<file path="src/rtl/gpu_pkg.sv">
// gpu_pkg: shared constants, arbiter state type and index helpers for the GPU framebuffer bus.
package gpu_pkg;
    localparam int          GPU_M_RASTER     = 0;
    localparam int          GPU_M_CPU        = 1;
    localparam int          GPU_M_BLIT       = 2;
    localparam logic [31:0] GPU_FB_BASE      = 32'h2000_0000;
    localparam logic [31:0] GPU_BUS_ERR_DATA = 32'hDEAD_BEEF;

    typedef enum logic {ARB_IDLE, ARB_OWN} arb_state_t;

    function automatic int idx_w(input int n);
        return n > 1 ? $clog2(n) : 1;
    endfunction

    // Circular add that wraps modulo n (n need not be a power of two).
    function automatic int wrap_add(input int base, input int off, input int n);
        return base + off >= n ? base + off - n : base + off;
    endfunction
endpackage

</file>
<file path="src/rtl/gpu_rr_pick.sv">
// gpu_rr_pick: combinational round-robin picker, first requester after i_last in circular order.
module gpu_rr_pick
    import gpu_pkg::*;
#(
    parameter int NUM_M = 3,
    parameter int IW    = idx_w(NUM_M)
) (
    input  logic [NUM_M-1:0] i_req,
    input  logic [IW-1:0]    i_last,
    output logic             o_found,
    output logic [IW-1:0]    o_idx
);
    // Walk from farthest to nearest so the nearest requester after i_last wins.
    always_comb begin
        o_found = 1'b0;
        o_idx   = '0;
        for (int i = NUM_M; i >= 1; i--) begin
            if (i_req[IW'(wrap_add(int'(i_last), i, NUM_M))]) begin
                o_found = 1'b1;
                o_idx   = IW'(wrap_add(int'(i_last), i, NUM_M));
            end
        end
    end
endmodule

</file>
<file path="src/rtl/gpu_fb_arbiter.sv">
// gpu_fb_arbiter: round-robin Wishbone arbiter holding a grant for a master's whole cyc tenure.
// Define GPU_FB_ARB_TIMEOUT_EN to add a watchdog that breaks transfers stalled TIMEOUT_CYCLES.
module gpu_fb_arbiter
    import gpu_pkg::*;
#(
    parameter int NUM_M          = 3,
    parameter int TIMEOUT_CYCLES = 1024
) (
    input  logic                clk,
    input  logic                rst,
    input  logic [NUM_M-1:0]    m_cyc_i,
    input  logic [NUM_M-1:0]    m_stb_i,
    input  logic [NUM_M-1:0]    m_we_i,
    input  logic [4*NUM_M-1:0]  m_sel_i,
    input  logic [32*NUM_M-1:0] m_adr_i,
    input  logic [32*NUM_M-1:0] m_dat_i,
    output logic [NUM_M-1:0]    m_ack_o,
    output logic [31:0]         m_dat_o,
    output logic                s_cyc_o,
    output logic                s_stb_o,
    output logic                s_we_o,
    output logic [3:0]          s_sel_o,
    output logic [31:0]         s_adr_o,
    output logic [31:0]         s_dat_o,
    input  logic [31:0]         s_dat_i,
    input  logic                s_ack_i,
    output logic [NUM_M-1:0]    grant_o,
    output logic                timeout_o
);
    localparam int IW = idx_w(NUM_M);

    arb_state_t       r_state;
    logic [IW-1:0]    r_gnt;
    logic [IW-1:0]    r_last;
    logic             w_found;
    logic [IW-1:0]    w_idx;
    logic             w_own;
    logic             w_stb;
    logic             w_fire;
    logic [NUM_M-1:0] w_gnt_oh;

    gpu_rr_pick #(.NUM_M(NUM_M), .IW(IW)) u_pick (
        .i_req   (m_cyc_i),
        .i_last  (r_last),
        .o_found (w_found),
        .o_idx   (w_idx)
    );

    always_ff @(posedge clk) begin
        if (rst) begin
            r_state <= ARB_IDLE;
            r_gnt   <= '0;
            r_last  <= IW'(NUM_M - 1);
        end else if (r_state == ARB_IDLE) begin
            if (w_found) begin
                r_state <= ARB_OWN;
                r_gnt   <= w_idx;
            end
        end else if (!m_cyc_i[r_gnt]) begin
            r_state <= ARB_IDLE;
            r_last  <= r_gnt;
        end
    end

    assign w_own    = r_state == ARB_OWN;
    assign w_stb    = w_own & m_stb_i[r_gnt];
    assign w_gnt_oh = w_own ? NUM_M'(1) << r_gnt : '0;

`ifdef GPU_FB_ARB_TIMEOUT_EN
    localparam int CW = $clog2(TIMEOUT_CYCLES + 1);
    logic [CW-1:0] r_wd;
    assign w_fire = w_stb & ~s_ack_i & (r_wd == CW'(TIMEOUT_CYCLES - 1));
    always_ff @(posedge clk) begin
        if (rst || !w_own || s_ack_i || w_fire)
            r_wd <= '0;
        else if (w_stb)
            r_wd <= r_wd + 1'b1;
    end
`else
    assign w_fire = 1'b0;
`endif

    // The watchdog answers the owner with an error word and hides the cycle from the slave.
    assign s_cyc_o   = w_own & m_cyc_i[r_gnt] & ~w_fire;
    assign s_stb_o   = w_stb & ~w_fire;
    assign s_we_o    = w_own & m_we_i[r_gnt];
    assign s_sel_o   = w_own ? m_sel_i[r_gnt*4 +: 4] : '0;
    assign s_adr_o   = w_own ? m_adr_i[r_gnt*32 +: 32] : '0;
    assign s_dat_o   = w_own ? m_dat_i[r_gnt*32 +: 32] : '0;
    assign m_ack_o   = (s_ack_i | w_fire) ? w_gnt_oh : '0;
    assign m_dat_o   = w_fire ? GPU_BUS_ERR_DATA : s_dat_i;
    assign grant_o   = w_gnt_oh;
    assign timeout_o = w_fire;
endmodule

</file>
<file path="config.mk">
export PLATFORM = sky130hd
export DESIGN_NAME = gpu_fb_arbiter
export DESIGN_NICKNAME = d
export VERILOG_FILES = /design/src/rtl/gpu_pkg.sv /design/src/rtl/gpu_rr_pick.sv /design/src/rtl/gpu_fb_arbiter.sv
export SDC_FILE = /design/constraint.sdc
export NUM_CORES = 1
export LEC_CHECK = 0
export CORE_AREA = 2 2 138 140
export CTS_CLUSTER_SIZE = 10
export DETAILED_ROUTE_END_ITERATION = 7
export DIE_AREA = 0 0 140 142
export PLACE_DENSITY = 0.51
export SLEW_MARGIN = 40
export SYNTH_ARGS = -nofsm -noshare
export SYNTH_HDL_FRONTEND = slang
export SYNTH_HIERARCHICAL = 1
export SYNTH_SLANG_ARGS = --single-unit
export TNS_END_PERCENT = 5
</file>
<file path="constraint.sdc">
create_clock -name clk -period 5 [get_ports clk]
set_input_delay 1.5 -clock clk [delete_from_list [all_inputs] [get_ports clk]]
set_output_delay 1.5 -clock clk [all_outputs]
set_load 0.005 [all_outputs]
</file>
==> metrics <==
Die Wd 140 um; Post-synth EDFFs 0; max incr delay on CP roughly 510 ps; worst-path maximum fanout 1; setup TNS 0 ps; RSZ-0062 raised after global routing no; Placeable Area 18,500 sq um; status finished, violations left; most crowded layer after global routing met2; synth cell count leaders 73 x mux2i_1, 73 x nand2_1, 50 x or2_2; DIE AREA just under 20,000 sq um; Layout Skew 1.40 ps; syn nets about 660; n_diodes 0; ys async rst share 0; critical path startpoint m_we_i[2]; Worst-Skew Late Latency 230 ps; Worst Hold Launch r_last[1]; gr ovfl total 0; required time worst endpoint 3500 ps; gpl congestion 0.880; critical path class input port to primary output; hpwl dp around 11 mm; hold buffer count at cts 0; min cycle time layout around 4600 ps; fin. max-slew vios 0; DRC Markers 25; layout cells sized above 1 0.107; yosys warns 6; Setup violations, final 0; Total GRT Usage 0.126; First-pass DRT Iterations 8; TritonCTS clock tree built; crit path DAT 3140 ps; first-pass GRT wire length 20.3 mm; CP endpoint kind primary output; total CTS buffers 3; critical path startpoint category input port; Most common cell on crit path clkdlybuf4s50_1; antenna-violating nets left 0; crit path buf inv count 3; Power Density around 130 nW/um^2; peak supply drop about 0.00013 V; Reg clk slew, reported paths approximately 30 ps; slowest CP cell clkdlybuf4s50_1; initial antenna violation count 0; Total Routed Length 13.6 mm; GR Layer Usage met1 0.142; ys flop type dfxtp_1; Initial Utilization 0.158; synthesized flop and latch total 5; worst r2r src r_last[0]; failing checks DRC; Fin. Hold Viols 0; Yosys top cell area share 0.251; Slew HR 0.529; vias per inst about 4.1; DIE HEIGHT 142 um; WL per Instance 15.5 um; port buffer count 292; Synth area leaders mux2i_1 25%, or2_2 11%, a21boi_0 11%; P&R area growth vs syn 98.6%; crit-path leading delay family buffers and inverters; Post-CTS Resized 0; Cell Rows 50; Peak Freq 0.215 GHz; final non-filler cell total ~880; GRT met2 Usage 0.248; Leakage 1.99 nW; initial DRC count between 100 and 150; met3 usage 0.0246; Mapped Cells 406; largest net degree at the start of global routing 78; setup bufs post-CTS 0; synthesized cell area 2910 sq um; Clock Sinks 5; I/O pins 358; max-cap violation count 0; Worst Hold Class register to register; count of different cell masters after synthesis 36; vias in the first global route 3,795; Seq/Total Area, Yosys 0.0344; Root Driver clkbuf_16; NumNets Final 896; Placed Cells about 900; leading area contributor after synthesis mux2i_1; Final Cycle Share 0.928; worst-margin pin slew 707 ps; Syn Area/Cell around 7.2 sq um; clk buf depth 2; CP cell instances clkdlybuf4s50_1 -> mux2i_1 -> or2_2 -> a21boi_0 -> buf_4 -> clkdlybuf4s50_1; number of H-tree levels 1; via count about 3,600
[kinds of logic (layout without fill, tap and decap cells)]
logic type / after synthesis / in the layout / share of synthesized area
muxes: 73 / 73 / 0.251
buffers and inverters: 73 / 311 / 0.187
AOI/OAI and AO/OA: 85 / 85 / 0.219
and+or+nand+nor: 166 / 166 / 0.294
other: 1 / 1 / 0.00129
adders and majority gates: 3 / 3 / 0.0129
DFF: 5 / 5 / 0.0344
[path summary, 6_finish.rpt]
check             slack [ps]        end  depth (start not counted)
setup / recovery         360     s_we_o                          6
hold / removal           490  r_last[1]                          2
setup reg to reg        3010   r_gnt[0]                          8
hold reg to reg          490  r_last[1]                          2
[cell type report]
cell class	count	area, sq um
Clock buffer	4	78.8
Fill cell	1962	12700
Inverter	7	26.3
Multi-Input combinational cell	328	2260
Sequential cell	5	106
Tap cell	234	293
Timing Repair Buffer	300	3010
[per-stage QoR]
step / utilization / power (mW) / cell area, sq um / hold WS [ps] / setup slack [ps]
floorplan: - / 0.322 / 2910 / 456 / 1510
global placement: 0.309 / 0.643 / 5700 / 482 / 339
detailed placement: 0.309 / 0.651 / 5700 / 488 / 341
CTS: 0.313 / 0.789 / 5780 / 494 / 333
global route: 0.313 / 0.833 / 5780 / 510 / 292
finish: 0.313 / 0.775 / 5780 / 490 / 358
[worst reg2reg max path, stage by stage, from the launching register on]
cell       delay, ps
dfxtp_1          420
inv_1            140
ha_1             290
nor2b_1          200
a2111oi_2         80
a31oi_1          210
nor2b_1          260
mux2i_1          210
nor2_1            60
[placed cells by master (no fill, tap or decap), types with 2 or more instances in the layout]
master           netlist  routed
o21a_1                 2       2
inv_1                  7       7
nand2_1               73      73
nor2b_1                4       4
dfxtp_1                5       2
dfxtp_2                0       2
o21ai_0                2       2
a21boi_1              30      30
o211ai_1               2       2
and3_1                 3       3
buf_4                 40       6
mux2i_1               73      73
a21oi_1                2       2
clkdlybuf4s50_1        0     292
nand2b_1               3       3
buf_12                 3       2
nor2_1                 7       7
clkbuf_16              0       3
a21boi_0              41      41
or2_0                 20      20
or2_2                 50      50
a31oi_1                2       2
ha_1                   3       3
[where the power goes]
group	internal [mW]	switching (mW)	total, mW	leakage [nW]
clock network	0.106	0.0254	0.131	0.0382
logic	0.387	0.204	0.592	1.91
registers	0.0440	0.00809	0.0521	0.0424
total	0.537	0.238	0.775	1.99
[flip-flops by register name, summed over array words and instances (netlist names)]
signal   count
r_last       2
r_state      1
r_gnt        2
[per-layer routing]
metal	routed length, um	up-vias
met1	5250	1643
li1	-	1799
met4	144	0
met5	0	-
met2	7220	158
met3	977	18
Note: power is estimated with default switching activity, not from simulation.
